<file path="src/rtl/mux_resp_fifo.sv">
// Capture FIFO behind the two-input priority data mux.
// Buffers mux responses and replays them over valid/ready.
module mux_resp_fifo #(
  parameter int DEPTH = 4,
  parameter int WIDTH = 32
) (
  input  logic                     clk,
  input  logic                     rst_n,
  input  logic [WIDTH-1:0]         in_data,
  input  logic                     in_resp,
  output logic [WIDTH-1:0]         out_data,
  output logic                     out_valid,
  input  logic                     out_ready,
  output logic [$clog2(DEPTH):0]   count,
  output logic                     full,
  output logic                     empty,
  output logic                     overflow,
  input  logic                     clr_ovf
);

  localparam int AW = $clog2(DEPTH);
  localparam int CW = AW + 1;

  logic [WIDTH-1:0] mem_q [DEPTH];
  logic [AW-1:0]    wr_ptr_q, wr_ptr_d;
  logic [AW-1:0]    rd_ptr_q, rd_ptr_d;
  logic [CW-1:0]    cnt_q, cnt_d;
  logic             ovf_q, ovf_d;
  logic             push, pop, drop;

  assign empty     = (cnt_q == '0);
  assign full      = (cnt_q == CW'(DEPTH));
  assign out_valid = !empty;
  assign count     = cnt_q;
  assign overflow  = ovf_q;
  assign out_data  = empty ? '0 : mem_q[rd_ptr_q];

  assign pop  = out_valid && out_ready;
  assign push = in_resp && (!full || pop);
  assign drop = in_resp && full && !pop;

  always_comb begin
    wr_ptr_d = wr_ptr_q;
    rd_ptr_d = rd_ptr_q;
    cnt_d    = cnt_q;
    ovf_d    = ovf_q;
    if (push) wr_ptr_d = wr_ptr_q + AW'(1);
    if (pop)  rd_ptr_d = rd_ptr_q + AW'(1);
    unique case ({push, pop})
      2'b10:   cnt_d = cnt_q + CW'(1);
      2'b01:   cnt_d = cnt_q - CW'(1);
      default: cnt_d = cnt_q;
    endcase
    // a drop in the same cycle outranks the clear
    if (drop)         ovf_d = 1'b1;
    else if (clr_ovf) ovf_d = 1'b0;
  end

  always_ff @(posedge clk) begin
    if (!rst_n) begin
      wr_ptr_q <= '0;
      rd_ptr_q <= '0;
      cnt_q    <= '0;
      ovf_q    <= 1'b0;
    end else begin
      wr_ptr_q <= wr_ptr_d;
      rd_ptr_q <= rd_ptr_d;
      cnt_q    <= cnt_d;
      ovf_q    <= ovf_d;
    end
  end

  always_ff @(posedge clk) begin
    if (rst_n && push) mem_q[wr_ptr_q] <= in_data;
  end

endmodule

</file>
<file path="config.mk">
export PLATFORM = sky130hd
export DESIGN_NAME = mux_resp_fifo
export DESIGN_NICKNAME = d
export VERILOG_FILES = /design/src/rtl/mux_resp_fifo.sv
export SDC_FILE = /design/constraint.sdc
export NUM_CORES = 1
export LEC_CHECK = 0
export CAP_MARGIN = 10
export CORE_UTILIZATION = 49
export CTS_CLUSTER_DIAMETER = 50
export DETAILED_ROUTE_END_ITERATION = 8
export MAX_ROUTING_LAYER = met4
export PLACE_DENSITY = 0.79
export SYNTH_ARGS = -nofsm -noshare
export SYNTH_HDL_FRONTEND = slang
export SYNTH_SLANG_ARGS = --single-unit
</file>
<file path="constraint.sdc">
create_clock -name clk -period 2.6 [get_ports clk]
set_clock_uncertainty 0.15 [all_clocks]
set_input_delay 0.52 -clock clk [delete_from_list [all_inputs] [get_ports clk]]
set_output_delay 0.52 -clock clk [all_outputs]
set_load 0.03 [all_outputs]
</file>
==> results.tsv, run 1 <==
metric	value	unit
status	complete, but fails checks	
failing checks	setup timing	
Sw Share	30.8	%
worst-path cell chain	buf_12, buf_4, mux4_2, and2_4, buf_6	
syn nets	314	
Fin. Hold Viols	0	
EDFF count, synth	128	
Max VDD drop	543	uV
IO Pins	76	
DP Cell Count	492	
die area	11600	um^2
Vias per Instance	5.35	
Mean Syn Cell Area	20.1	um^2
crit-path max cell delay	480	ps
initial antenna violation count	0	
Slew HR	62.8	%
Synth Flop Type	edfxtp_1	
Gate Count Post-Synth	272	
Net Sw Power	2.47	mW
Power per Cell Area	1090	nW/um^2
maximum number of pins on one net before global-route repair	35	
Remaining DRCs	0	
synthesized area	5480	um^2
pre-CTS setup slack	34.2	ps
initial core utilization	50.3	%
final worst setup slack	-66.8	ps
largest cells by area after synthesis	edfxtp_1 70%, mux4_2 12%, and2_1 3.8%	
Num CTS Buffers	17	
most frequent cell after synthesis	edfxtp_1	
width of the die	108	um
Logic pwr share	40.1	%
Reg clk slew, reported paths	60	ps
Clock power frac	27.3	%
ys async rst share	0	%
Cell variety after synth	31	
Placer Congestion	0.755	
clock sinks	138	
MaxCap Viol Count	0	
total vias in the final route	2839	
HPWL Detailed	6.17	mm
fin nets	421	
layout cell share with drive strength beyond 1	41.4	%
Finished Layout Cells	531	
FMAX	375	MHz
PortBufs	75	
critical path arrival	2000	ps
drt total wl	10.1	mm
endpoints failing setup	14	
crit path capture type	output port	
WL/cell	18.9	um
Int Pwr	5.57	mW
Pre-Repair DR Iteration Count	4	
actual slew at the worst max-slew pin	550	ps
crit start category	register	
Tmin final	2670	ps
Leak Pwr	2.55	nW
end-of-flow core utilization	67.5	%
H-tree levels	4	
Core Rows	38	
first-pass GRT wire length	15.6	mm
chip height	108	um
core area	10900	um^2
Tcrit/Tclk final	103	%
Area Growth Syn to Fin	34.0	%
Detail Route Antenna Nets	0	
sequential share of the synthesized area	73.8	%
# diodes	0	
dominant cell type by area after synthesis	edfxtp_1	
vias in the first global route	2975	
fillers	738	
Synth top cells by count	128 x edfxtp_1, 33 x and2_1, 30 x mux4_2	
Hold WC Path Type	reg -> reg	
Finished Cell Area	7340	um^2
Remaining Overflow, GRT	0	
Synth top area share	70.1	%
crit path kind	reg -> out	
critical path required time	1930	ps
unrepaired setup endpoints after global routing	yes	
gr usage total	19.8	%
Max FO, Critical Path	10	
placed instance area	6590	um^2
Sequential Power Share	32.7	%
Root Driver	clkbuf_8	
CTS tree	done	
#FFs+latches synth	138	
Iteration-0 DRC Markers	102	
total power	8.04	mW
synth warn	0	
clk_lat worst skew	510	ps
Max Buffers Root-to-Sink	2	
Slew Limit Fails	0	
CP max-delay cell	mux4_2	
-- cell families (layout without fill, tap and decap cells) --
logic type	Yosys count	in the layout	synth area share, %
AND/OR/NAND/NOR	61	61	6.60
flip-flops	138	138	73.8
AO/OA/AOI/OAI	7	7	1.03
buffers and inverters	21	140	2.63
adder cells (fa/ha/maj)	5	5	1.28
multiplexers	37	37	14.2
XOR/XNOR	3	3	0.480
-- path summary, 6_finish.rpt --
path | slack, ps | start | end | depth (start not counted)
worst max register to register | 500 | count[1] | mem_q[3][18] | 5
worst min-delay path | 360 | wr_ptr_q[1] | wr_ptr_q[1] | 2
worst min register to register | 360 | wr_ptr_q[1] | wr_ptr_q[1] | 2
worst max-delay path | -70 | register | out_data[18] | 5
-- worst max-delay path, delay by kind of cell, from the launching register on --
kind                   cells  cell delay, ps
buffers and inverters      3             410
muxes                      1             480
DFF                        1             410
and+or+nand+nor            1             180
-- power by group through the flow --
stage / clock [mW] / sequential (mW) / combinational, mW
floorplan: 0 / 2.68 / 1.72
global placement: 0 / 2.66 / 2.72
detailed placement: 0 / 2.67 / 2.74
CTS: 2.23 / 2.63 / 2.92
global route: 2.32 / 2.64 / 3.43
finish: 2.19 / 2.63 / 3.22
-- final cells by class --
type	count	area (um^2)	share of cell area (%)
clock buffers	18	418	5.69
clock inverters	13	130	1.77
inverters	6	22.5	0.307
multi-input cells	113	1370	18.7
flip-flops and latches	138	4050	55.1
well taps	140	175	2.39
repair buffers	103	1180	16.1
-- sequential cells by signal, indices dropped and copies added, names as in the netlist, named ones only --
register  count
count         3
overflow      1
wr_ptr_q      2
mem_q       128
rd_ptr_q      2
-- repair_timing --
item                                    4_1_cts  5_1_grt
buffers inserted                              7        1
endpoints found under the setup margin       35       33
resized for setup                           199       53
hold buffers                                  0        0
pin swaps                                     0        1
-- layer usage --
| layer | share of wire (%) | global-route usage (%) |
|---|---|---|
| met5 | 0 | - |
| met4 | 1.5 | 8.61 |
| met3 | 3.9 | 5.81 |
| met2 | 55 | 32.7 |
| met1 | 40 | 22.4 |
-- placed cells by master, fill, tap and decap left out, types with 2 or more instances in the layout --
cell and n:
a31oi_1 2, and2_4 32, and3_2 4, buf_12 14, buf_4 11, buf_6 35, bufinv_16 2, clkbuf_16 16
clkdlybuf4s50_1 40, clkinv_1 2, clkinv_2 3, clkinv_4 2, clkinvlp_4 4, dfxtp_1 8, dlygate4sd2_1 2, edfxtp_1 128
ha_1 4, inv_1 6, mux2i_1 5, mux4_2 32, nand2_1 7, nand2b_1 3, nor2_1 6, nor2b_1 3
nor4b_1 2, xor2_1 2
-- per-stage QoR --
| step | hold slack, ps | TNS [ps] |
|---|---|---|
| 3_3_place_gp | 332 | 0 |
| 2_1_floorplan | 318 | 0 |
| 4_1_cts | 356 | -1310 |
| 3_5_place_dp | 349 | 0 |
| 6_report | 357 | -605 |
| 5_1_grt | 376 | -2000 |
Note: power is estimated with default switching activity, not from simulation.
==> run 2: changes to the inputs <==
Settings changed: MAX_ROUTING_LAYER met4 to not set, SLEW_MARGIN set to 20.
==> results.tsv, run 2 (synthesized netlist as in run 1, its figures left out) <==
metric	value	unit	change
actual slew at the worst max-slew pin	554	ps	was 550 ps
Max FO, Critical Path	10		unchanged
clock sinks	138		unchanged
clk_lat worst skew	510	ps	about the same
MaxCap Viol Count	0		unchanged
Slew HR	62.6	%	was 62.8%
gr usage total	19.2	%	was 19.8%
Hold-fix buffers, CTS	0		unchanged
critical path arrival	2000	ps	about the same
Remaining Overflow, GRT	0		unchanged
largest register by flop count	mem_q		unchanged
crit-path max cell delay	490	ps	was 480 ps
status	complete, but fails checks		unchanged
Root Driver	clkbuf_8		unchanged
most common cell after layout, fill and taps aside	edfxtp_1		unchanged
width of the die	108	um	unchanged
Reg area	4050	um^2	unchanged
CTS tree	done		unchanged
FF-to-FF End	mem_q[3][28]		was mem_q[3][18]
CP delay by family, top	multiplexers		unchanged
crit start category	register		unchanged
DP Cell Count	492		unchanged
Leak Pwr	2.55	nW	about the same
Placer Congestion	0.746		was 0.755
vias in the first global route	2982		was 2975
Max VDD drop	541	uV	was 543 uV
FMAX	375	MHz	about the same
Core Rows	38		unchanged
final worst setup slack	-67.2	ps	was -66.8 ps
maximum number of pins on one net before global-route repair	35		unchanged
WL/cell	18.8	um	was 18.9 um
Pre-Repair DR Iteration Count	4		unchanged
core area	10900	um^2	unchanged
Reg clk slew, reported paths	60	ps	about the same
CP Depth	5		unchanged
initial core utilization	50.3	%	unchanged
crit path capture type	output port		unchanged
first-pass GRT wire length	15.6	mm	about the same
Remaining DRCs	0		unchanged
fin nets	421		unchanged
footprint of the multi-input gates	1370	um^2	about the same
pre-CTS setup slack	34.2	ps	unchanged
fillers	738		unchanged
Detail Route Antenna Nets	0		unchanged
Fin. Hold Viols	0		unchanged
HPWL Detailed	6.17	mm	unchanged
critical path required time	1930	ps	about the same
worst reg-to-reg path cell count	5		unchanged
Tmin final	2670	ps	about the same
Finished Layout Cells	531		unchanged
Final Hold Slack	355	ps	was 357 ps
Hold WC Path Type	reg -> reg		unchanged
Tcrit/Tclk final	103	%	about the same
die area	11600	um^2	unchanged
IO Pins	76		unchanged
total vias in the final route	2806		was 2839
end point of the critical path	out_data[18]		unchanged
Max Buffers Root-to-Sink	2		unchanged
Num CTS Buffers	17		unchanged
# diodes	0		unchanged
Vias per Instance	5.28		was 5.35
layout cell share with drive strength beyond 1	41.2	%	was 41.4%
WP buf/inv	3		unchanged
H-tree levels	4		unchanged
unrepaired setup endpoints after global routing	yes		unchanged
Area Growth Syn to Fin	34.0	%	about the same
initial antenna violation count	0		unchanged
failing checks	setup timing		unchanged
CP max-delay cell	mux4_2		unchanged
Power per Cell Area	1090	nW/um^2	about the same
drt total wl	10.0	mm	was 10.1 mm
Slew Limit Fails	0		unchanged
total power	8.03	mW	was 8.04 mW
Iteration-0 DRC Markers	110		was 102
r2r setup slk	480	ps	was 500 ps
most frequent cells in the layout	128 x edfxtp_1, 40 x clkdlybuf4s50_1, 35 x buf_6		unchanged
chip height	108	um	unchanged
RR Startpoint	count[1]		unchanged
worst-path cell chain	buf_12, buf_4, mux4_2, and2_4, buf_6		unchanged
crit path kind	reg -> out		unchanged
PortBufs	75		unchanged
endpoints failing setup	14		unchanged
max reg flops	128		unchanged
run 2: cell count changes in the layout (fill, tap and decap cells not counted):
cell / before / now
and2_1: 1 / 2
and2_4: 32 / 31
run 2: layout make-up:
class,count,share of cell area (%)
multi-input combinational,113,18.6
inverter,6,0.307
sequential,138,55.1
clock buffer,18,5.69
tap,140,2.39
clock inverter,13,1.77
timing repair buffer,103,16.1
run 2: through the flow:
stage | TNS [ps] | cell area [um^2] | util, %
global route | -1840 | 7340 | 67.4
finish | -504 | 7340 | 67.4
floorplan | 0 | 5480 | -
CTS | -1310 | 7230 | 66.4
detailed placement | 0 | 6590 | 60.5
global placement | 0 | 6590 | 60.5
run 2: worst register-to-register path: cells and delay by family (launching register included):
| family | cells | cell delay (ps) |
|---|---|---|
| buffers and inverters | 2 | 330 |
| flip-flops | 1 | 310 |
| AND/OR/NAND/NOR | 3 | 1080 |
run 2: repair_timing:
item,in CTS,in global routing
gates resized for setup,199,52
buffers inserted,7,1
endpoints found under the setup margin,35,33
pin swaps,0,1
endpoints found under the hold margin,0,0
run 2: metal layers:
metal	vias up	GRT usage (%)	share of wire (%)	wire length, um
li1	1283	-	-	-
met1	1432	22.4	39	3930
met2	80	32.6	54	5440
met3	11	5.81	4.9	490
met4	0	8.61	1.4	137
met5	-	0	0	0
run 2: report_power, final:
group	switching (mW)	internal (mW)
logic	1.56	1.66
registers	0.0666	2.56
clock network	0.844	1.35
total	2.47	5.56
run 2: how the worst min path moves through the flow:
stage | startpoint | end | slack, ps | cells after the start
floorplan | wr_ptr_q[1] | wr_ptr_q[1] | 320 | 2
global placement | wr_ptr_q[0] | wr_ptr_q[0] | 330 | 2
detailed placement | wr_ptr_q[0] | wr_ptr_q[0] | 350 | 2
CTS | wr_ptr_q[0] | wr_ptr_q[0] | 360 | 2
global route | wr_ptr_q[1] | wr_ptr_q[1] | 380 | 2
finish | wr_ptr_q[1] | wr_ptr_q[1] | 360 | 2
==> run 3: changes to the inputs <==
Settings changed: CTS_CLUSTER_DIAMETER 50 to 150.
==> results of run 3 <==
The final DEF is identical to that of run 2; final timing and power are the same.
